$ cat src/rtl/lfsr_range_rng.sv
// Fibonacci LFSR random source with a req/valid handshake. Each value is drawn uniformly from
// [MIN_VALUE, MIN_VALUE+RANGE-1] by bounded rejection sampling.
module lfsr_range_rng #(
  parameter int unsigned     WIDTH     = 10,
  parameter logic [WIDTH-1:0] TAPS     = 10'h240,
  parameter logic [WIDTH-1:0] SEED     = WIDTH'(340),
  parameter int unsigned     MIN_VALUE = 0,
  parameter longint unsigned RANGE     = 18,
  parameter int unsigned     MAX_TRIES = 16,
  parameter int unsigned     OUT_W     = $clog2(MIN_VALUE + RANGE)
) (
  input  logic             clk,
  input  logic             reset,
  input  logic             seed_load,
  input  logic [WIDTH-1:0] seed_value,
  input  logic             req,
  output logic             ready,
  output logic             valid,
  output logic [OUT_W-1:0] value,
  output logic [WIDTH-1:0] lfsr_state
);

  localparam int unsigned RBITS = $clog2(RANGE);
  localparam int unsigned TW    = (MAX_TRIES > 0) ? $clog2(MAX_TRIES + 1) : 1;

  localparam logic [RBITS:0]     RANGE_C   = (RBITS + 1)'(RANGE);
  localparam logic [OUT_W-1:0]   MIN_C     = OUT_W'(MIN_VALUE);
  localparam logic [TW-1:0]      TRIES_MAX = TW'(MAX_TRIES);
  localparam logic [WIDTH-1:0]   SEED_INIT = (SEED == '0) ? WIDTH'(1) : SEED;

  typedef enum logic [1:0] {StIdle, StDraw, StDone} state_e;

  state_e           state_q;
  logic [WIDTH-1:0] lfsr_q, lfsr_d;
  logic [TW-1:0]    tries_q;
  logic             ready_q, valid_q;
  logic [OUT_W-1:0] value_q;

  logic [RBITS:0]   cand, cand_wrap;
  logic             cand_ok, give_up;
  logic [OUT_W-1:0] draw_value;

  always_comb begin
    lfsr_d = {lfsr_q[WIDTH-2:0], ^(lfsr_q & TAPS)};
    if (seed_load) begin
      lfsr_d = (seed_value == '0) ? WIDTH'(1) : seed_value;
    end else if (lfsr_q == '0) begin
      lfsr_d = WIDTH'(1);
    end
  end

  // The candidate is below 2*RANGE, so one subtraction always lands a rejected value in range.
  always_comb begin
    cand       = {1'b0, lfsr_q[RBITS-1:0]};
    cand_ok    = cand < RANGE_C;
    give_up    = tries_q == TRIES_MAX;
    cand_wrap  = cand - RANGE_C;
    draw_value = OUT_W'(cand_ok ? cand : cand_wrap) + MIN_C;
  end

  always_ff @(posedge clk) begin
    if (reset) begin
      lfsr_q  <= SEED_INIT;
      state_q <= StIdle;
      tries_q <= '0;
      ready_q <= 1'b1;
      valid_q <= 1'b0;
      value_q <= '0;
    end else begin
      lfsr_q  <= lfsr_d;
      valid_q <= 1'b0;
      unique case (state_q)
        StIdle: begin
          if (req) begin
            state_q <= StDraw;
            tries_q <= '0;
            ready_q <= 1'b0;
          end
        end
        StDraw: begin
          if (cand_ok || give_up) begin
            value_q <= draw_value;
            valid_q <= 1'b1;
            state_q <= StDone;
          end else begin
            tries_q <= tries_q + 1'b1;
          end
        end
        StDone: begin
          state_q <= StIdle;
          ready_q <= 1'b1;
        end
        default: begin
          state_q <= StIdle;
          ready_q <= 1'b1;
        end
      endcase
    end
  end

  assign ready      = ready_q;
  assign valid      = valid_q;
  assign value      = value_q;
  assign lfsr_state = lfsr_q;

endmodule

$ cat config.mk
export PLATFORM = sky130hd
export DESIGN_NAME = lfsr_range_rng
export DESIGN_NICKNAME = d
export VERILOG_FILES = /design/src/rtl/lfsr_range_rng.sv
export SDC_FILE = /design/constraint.sdc
export NUM_CORES = 1
export LEC_CHECK = 0
export CORE_MARGIN = 5
export CORE_UTILIZATION = 28
export DETAILED_ROUTE_END_ITERATION = 16
export SYNTH_ARGS = -nofsm -noshare
export SYNTH_HDL_FRONTEND = slang
export SYNTH_SLANG_ARGS = --single-unit
$ cat constraint.sdc
create_clock -name clk -period 3.8 [get_ports clk]
set_clock_uncertainty 0.05 [all_clocks]
set_input_delay 0.38 -clock clk [delete_from_list [all_inputs] [get_ports clk]]
set_output_delay 0.38 -clock clk [all_outputs]
set_load 0.03 [all_outputs]
# After elaboration in Yosys (flattened, before gate mapping)
# Cells that the tools add are included.
[totals]
reg_bits = 24
[op_classes]
n_addsub = 2
n_lt_le_gt_ge = 1
eq_ne = 5
mux = 13
bitwise_logic = 1
n_reduce_logical = 11
[ops]
columns = ["op", "n"]
rows = [
  ["2-to-1 mux 10 bit", 3],
  ["logical NOT 10 bit", 2],
  ["2-to-1 mux 5 bit", 3],
  ["one-hot mux 5 bit (2 select lines)", 1],
  ["parity 10 bit", 1],
  ["inequality test 2 bit (second input constant)", 3],
  ["AND reduction 2 bit", 3],
  ["adder 5 x 1 -> 5 bit (second input constant)", 1],
  ["equality test 5 bit (second input constant)", 1],
  ["< comparator 5 bit (second input constant)", 1],
  ["subtractor 5 bit (second input constant)", 1],
  ["2-to-1 mux 2 bit", 2],
  ["one-hot mux 2 bit (2 select lines)", 1],
  ["AND reduction 3 bit", 1],
  ["equality test 2 x 1 -> 1 bit (second input constant)", 1],
  ["logical NOT 2 bit", 1],
  ["2-to-1 mux 1 bit", 2],
  ["one-hot mux 1 bit (2 select lines)", 1],
  ["nonzero test 2 bit", 1],
  ["OR reduction 2 bit", 1],
  ["logical OR 1 bit", 1],
  ["NOT 1 bit", 1],
]

# Logic depth before layout (Yosys ltp)
# Gate-level depths: netlist of run 1.
[depth]
word_depth = 4
mapped_depth = 7
ltp_nobuf = 6

# Worst setup path after synthesis of run 1
# Ideal clock, no wire load.
[synth_path]
kind = "reg2reg"
startpoint = "register lfsr_q[1], in the netlist lfsr_state[1]"
endpoint = "register tries_q[2]"
setup_time_ns = 0.117
t_arrival_ns = 1.685
t_required_ns = 3.633
slack_ns = 1.948
path_stages_with_launch = 7
n_path_buf = 0
path_cell_list = "dfxtp_1 -> inv_1 -> ha_1 -> nor2b_1 -> nor4b_4 -> a21boi_1 -> a32o_1"
[synth_via]
elab_chain_len = 4
[synth_rtl]
columns = ["item", "line_no", "source"]
rows = [
  ["start, declared", "34", "logic [WIDTH-1:0] lfsr_q, lfsr_d;"],
  ["start signal, assigned", "70", "lfsr_q <= lfsr_d;"],
  ["< comparator 5 bit", "55", "cand_ok = cand < RANGE_C;"],
  ["logical OR 1 bit", "81", "if (cand_ok || give_up) begin"],
  ["inequality test 2 bit (no line)", "--", ""],
  ["AND reduction 3 bit (no line)", "--", ""],
  ["end signal, assigned", "86", "tries_q <= tries_q + 1'b1;"],
  ["end, declared", "35", "logic [TW-1:0] tries_q;"],
]
# Every way passes these cells.
# A chain may end at the register's enable or synchronous reset.

# Worst setup path in the final report of run 1
[layout_path]
startpoint = "register lfsr_q[1], in the netlist lfsr_state[1]"
endpoint = "register value_q[2], in the netlist value[2]"
[layout_via]
elab_chain_len = 3
word_cells_on_any_way = 5
[layout_rtl]
columns = ["item", "line_no", "source"]
rows = [
  ["< comparator 5 bit", "55", ""],
  ["logical OR 1 bit", "81", ""],
  ["AND reduction 2 bit (no line)", "--", ""],
  ["end signal, assigned", "82", "value_q <= draw_value;"],
  ["end, declared", "37", "logic [OUT_W-1:0] value_q;"],
]
# Several ways; a longest one is shown, not always the timed one.

==> flow_metrics.env, run 1 <==
export IMPL_firstDrtPassIters=4
export IMPL_final_common_cell="clkdlybuf4s50_1"
export IMPL_die_h_um=73.0
export IMPL_vdd_drop_max_mv=0.180
export IMPL_drive_above_1_share=0.0694
export IMPL_cts_tree="yes"
export IMPL_worst_endpoint_required_ps=3900
export IMPL_routed_via_density=4.78
export IMPL_ys_seq_area_frac=0.432
export IMPL_cp_arrival_ps=2150
export IMPL_critical_path_class="reg2reg"
export IMPL_async_flop_share=0
export IMPL_timing_fmax_mhz=489
export IMPL_tns_ps=0
export IMPL_cap_violations=0
export IMPL_regArea_um2=480
export IMPL_io_buffers=30
export IMPL_hold_path_class="reg2reg"
export IMPL_relSlewSlack=0.412
export IMPL_initial_utilization=0.297
export IMPL_post_cts_buffers=0
export IMPL_ys_ff_latch=24
export IMPL_antenna_left=0
export IMPL_ys_warn_count=0
export IMPL_synth_edf_count=0
export IMPL_grt_pass1_wl_um=4220
export IMPL_area_growth_synth_to_final_pct=33.0
export IMPL_layout_nets=163
export IMPL_fp_coreArea_um2=3740
export IMPL_multiInputGateArea_um2=569
export IMPL_drt_iter0_drc=39
export IMPL_fin_crit_sh=0.538
export IMPL_fin_total_pwr_uw=546
export IMPL_cts_max_level=1
export IMPL_grt_pass1_vias=922
export IMPL_cp_end_kind="register"
export IMPL_outcome="completed"
export IMPL_wl_um=2500
export IMPL_mostFrequentLayoutCells="30 x clkdlybuf4s50_1, 24 x dfxtp_1, 11 x mux2i_1"
export IMPL_clk_path_buf_depth=2
export IMPL_yosysTopAreaCellShare=0.432
export IMPL_overflow=0
export IMPL_io_pins=31
export IMPL_synth_avg_cell_area_um2=9.50
export IMPL_worst_pin_slew_ps=878
export IMPL_fill_cells=395
export IMPL_die_w_um=73.0
export IMPL_min_path_cells=1
export IMPL_cts_clk_slew_worst_paths_ps=80
export IMPL_grtUsageTotal=0.0976
export IMPL_startpoint_type="register"
export IMPL_rsz0062_at_grt="false"
export IMPL_crit_fanout=11
export IMPL_synth_area_leaders="dfxtp_1 43%, mux2i_1 9.9%, ha_1 3.4%"
export IMPL_finalWeightedCongestion=0.746
export IMPL_synth_cells=117
export IMPL_row_count=22
export IMPL_yosys_area_top_type="dfxtp_1"
export IMPL_final_hold_violation_count=0
export IMPL_num_antenna_cells=0
export IMPL_grt_max_degree=18
export IMPL_antenna_found_initial=0
export IMPL_wl_per_cell_um=13.0
export IMPL_setup_viol=0
export IMPL_cts_hold_buffers=0
export IMPL_numCtsBuffers=3
export IMPL_syn_num_nets=134
export IMPL_ys_types=36
export IMPL_drt_drc_violations_left=0
export IMPL_die_area_um2=5330
export IMPL_p_per_area_nw_per_um2=369
export IMPL_cts_root_buf="clkbuf_8"
export IMPL_hpwlAfterDp_um=1930
export IMPL_reg2reg_depth=6
export IMPL_leakage_uw=0.000589
export IMPL_clk_latency_ps=260
export IMPL_drv_slew=0
export IMPL_syn_cell_area_um2=1110
export IMPL_vias=917
export IMPL_post_cts_resized=0
export IMPL_synth_ff_type="dfxtp_1"
export IMPL_min_period_ps=2050
export IMPL_clock_sinks=24
==> layout make-up <==
| cell class | count | share of cell area |
|---|---|---|
| Sequential cell | 24 | 0.325 |
| Tap cell | 48 | 0.0406 |
| Clock buffer | 3 | 0.0279 |
| Timing Repair Buffer | 30 | 0.203 |
| Multi-Input combinational cell | 80 | 0.385 |
| Inverter | 7 | 0.0178 |
==> registers in the layout (all words and copies together) (netlist names) <==
name,flops
lfsr_state,10
ready,1
state_q,2
tries_q,5
valid,1
value,5
==> layer usage <==
| layer | up-vias | track usage | share of wire |
|---|---|---|---|
| li1 | 467 | - | - |
| met1 | 423 | 0.140 | 0.51 |
| met2 | 25 | 0.149 | 0.44 |
| met3 | 2 | 0.0207 | 0.045 |
| met4 | 0 | 0.0205 | 0.0032 |
| met5 | - | 0 | 0 |
==> power by group <==
group | internal, uW | switching, uW | leakage, uW | total (uW)
registers | 266 | 16.0 | 0.000198 | 282
clock network | 70.7 | 75.4 | 0.0000216 | 146
logic | 54.9 | 62.7 | 0.000370 | 118
==> cells in the mapped netlist, drive strengths merged (2+ instances only) <==
master and n:
dfxtp 24, and2 2, nand2 9, o21ai 3, or2 2, ha 3, nand3 4, a311oi 2
nand2b 5, a31oi 2, nor2 10, o211ai 3, a211oi 2, mux2i 11, buf 5, nand4 3
inv 7, nor3 4, nor4 2, a21oi 2
==> per-stage QoR <==
step | cell area [um2] | utilization | hold slack (ps) | std cells | setup slack (ps)
floorplan | 1110 | - | 405 | 117 | 1950
global placement | 1440 | 0.384 | 407 | 189 | 1650
detailed placement | 1440 | 0.384 | 407 | 189 | 1590
CTS | 1480 | 0.395 | 430 | 192 | 1730
global route | 1480 | 0.395 | 445 | 192 | 1560
finish | 1480 | 0.395 | 427 | 192 | 1750
==> final timing paths <==
| kind | startpoint | to | slack [ps] |
|---|---|---|---|
| min | ready | ready | 430 |
| max | lfsr_state[1] | value[2] | 1750 |
| max reg2reg | lfsr_state[1] | value[2] | 1750 |
| min reg2reg | ready | ready | 430 |
==> cell families (layout without fill, tap and decap cells) <==
kind of cell | count (synthesis) | after routing | synth area share
multiplexers | 11 | 11 | 0.0991
adder cells (fa/ha/maj) | 3 | 3 | 0.0338
AO/OA/AOI/OAI | 19 | 19 | 0.127
buffers and inverters | 13 | 40 | 0.0552
flip-flops | 24 | 24 | 0.432
XOR/XNOR | 2 | 2 | 0.0158
AND/OR/NAND/NOR | 45 | 45 | 0.236
==> worst max-delay path, stage by stage, from the launching register on <==
cell and delay [ps]:
dfxtp_1 340, inv_1 120, ha_1 200, nand2b_1 110
a31oi_1 740, o211ai_1 210, o211a_1 180
(Power assumes the default switching activity.)
==> run 2: changes to the inputs <==
==> constraint.sdc (replaced) <==
create_clock -name clk -period 1.8 [get_ports clk]
set_clock_uncertainty 0.05 [all_clocks]
set_input_delay 0.18 -clock clk [delete_from_list [all_inputs] [get_ports clk]]
set_output_delay 0.18 -clock clk [all_outputs]
set_load 0.03 [all_outputs]
==> flow_metrics.env, run 2 (synthesis results as in run 1) <==
export IMPL_fin_crit_sh=0.961
export IMPL_clock_sinks=24
export IMPL_num_antenna_cells=0
export IMPL_die_area_um2=5330
export IMPL_fp_coreArea_um2=3740
export IMPL_setup_viol=0
export IMPL_drive_above_1_share=0.126
export IMPL_cts_clk_slew_worst_paths_ps=80
export IMPL_timing_fmax_mhz=578
export IMPL_setup_slack_ps=69.6
export IMPL_wl_per_cell_um=12.8
export IMPL_io_buffers=30
export IMPL_drt_iter0_drc=45
export IMPL_io_pins=31
export IMPL_initial_utilization=0.297
export IMPL_cts_hold_buffers=0
export IMPL_worst_endpoint_required_ps=1910
export IMPL_die_h_um=73.0
export IMPL_grtUsageTotal=0.103
export IMPL_stdcell_count=199
export IMPL_final_common_cell="clkdlybuf4s50_1"
export IMPL_final_hold_violation_count=0
export IMPL_cts_root_buf="clkbuf_8"
export IMPL_grt_pass1_wl_um=4490
export IMPL_tns_ps=0
export IMPL_cp_end_kind="register"
export IMPL_largest_register_ffs=10
export IMPL_hold_path_class="reg2reg"
export IMPL_leakage_uw=0.000625
export IMPL_routed_via_density=4.72
export IMPL_antenna_left=0
export IMPL_mostFrequentLayoutCells="30 x clkdlybuf4s50_1, 22 x dfxtp_1, 11 x mux2i_1"
export IMPL_startpoint_type="register"
export IMPL_layout_nets=170
export IMPL_outcome="completed"
export IMPL_critical_path_class="reg2reg"
export IMPL_crit_fanout=6
export IMPL_whs_ps=426
export IMPL_area_growth_synth_to_final_pct=38.0
export IMPL_drv_slew=0
export IMPL_worst_pin_slew_ps=350
export IMPL_place_ws_ps=86.6
export IMPL_cp_arrival_ps=1840
export IMPL_vias=940
export IMPL_hpwlAfterDp_um=1930
export IMPL_cts_tree="yes"
export IMPL_overflow=0
export IMPL_antenna_found_initial=0
export IMPL_fill_cells=389
export IMPL_finalWeightedCongestion=0.823
export IMPL_vdd_drop_max_mv=0.423
export IMPL_cts_max_level=1
export IMPL_min_period_ps=1730
export IMPL_firstDrtPassIters=4
export IMPL_dp_cells=194
export IMPL_die_w_um=73.0
export IMPL_row_count=22
export IMPL_relSlewSlack=0.766
export IMPL_wl_um=2550
export IMPL_numCtsBuffers=3
export IMPL_cap_violations=0
export IMPL_grt_max_degree=17
export IMPL_drt_drc_violations_left=0
export IMPL_clk_path_buf_depth=2
export IMPL_p_per_area_nw_per_um2=764
export IMPL_clk_latency_ps=260
export IMPL_grt_pass1_vias=999
run 2: cell count changes in the layout (fill, tap and decap cells not counted), sizes merged:
cell	change
buf	+7
run 2: worst paths after layout:
path	start	endpoint	slack [ps]	cells after the start
setup / recovery	lfsr_state[1]	tries_q[2]	70	6
hold reg to reg	value[4]	value[4]	430	2
setup reg to reg	lfsr_state[1]	tries_q[2]	70	6
hold / removal	value[4]	value[4]	430	2
run 2: power breakdown:
| group | total (uW) | internal (uW) | switching (uW) |
|---|---|---|---|
| combinational | 270 | 128 | 142 |
| sequential | 591 | 562 | 28.9 |
| clock | 309 | 150 | 160 |
run 2: metrics by stage:
stage,utilization,power [uW],instance area [um2]
final,0.409,1170,1530
after global routing,0.409,1240,1530
after CTS,0.405,1180,1520
after detailed placement,0.394,868,1480
after global placement,0.394,866,1480
after floorplan,-,757,1110
run 2: layout make-up:
cell class / count / area (um2) / area share
Tap cell: 48 / 60.1 / 0.0392
Inverter: 7 / 26.3 / 0.0171
Timing Repair Buffer: 37 / 353 / 0.230
Multi-Input combinational cell: 80 / 569 / 0.371
Clock buffer: 3 / 41.3 / 0.0269
Sequential cell: 24 / 483 / 0.315
run 2: worst max-delay path, stage by stage, from the launching register on:
cell and delay (ps):
dfxtp_2 350, inv_1 70, ha_1 230, nor2b_1 180, nor4b_4 410, a21boi_1 120
a32o_1 210
run 2: routing by layer:
metal / GRT usage / vias to the layer above / share of wire
li1: - / 477 / -
met2: 0.160 / 24 / 0.44
met4: 0.0123 / 0 / 0.0039
met5: 0 / - / 0
met1: 0.138 / 437 / 0.48
met3: 0.0427 / 2 / 0.067
run 2: what timing repair did:
action	in CTS	in global routing
setup buffers	0	2
hold endpoints to repair	0	0
resized for setup	0	1
endpoints found under the setup margin	0	3
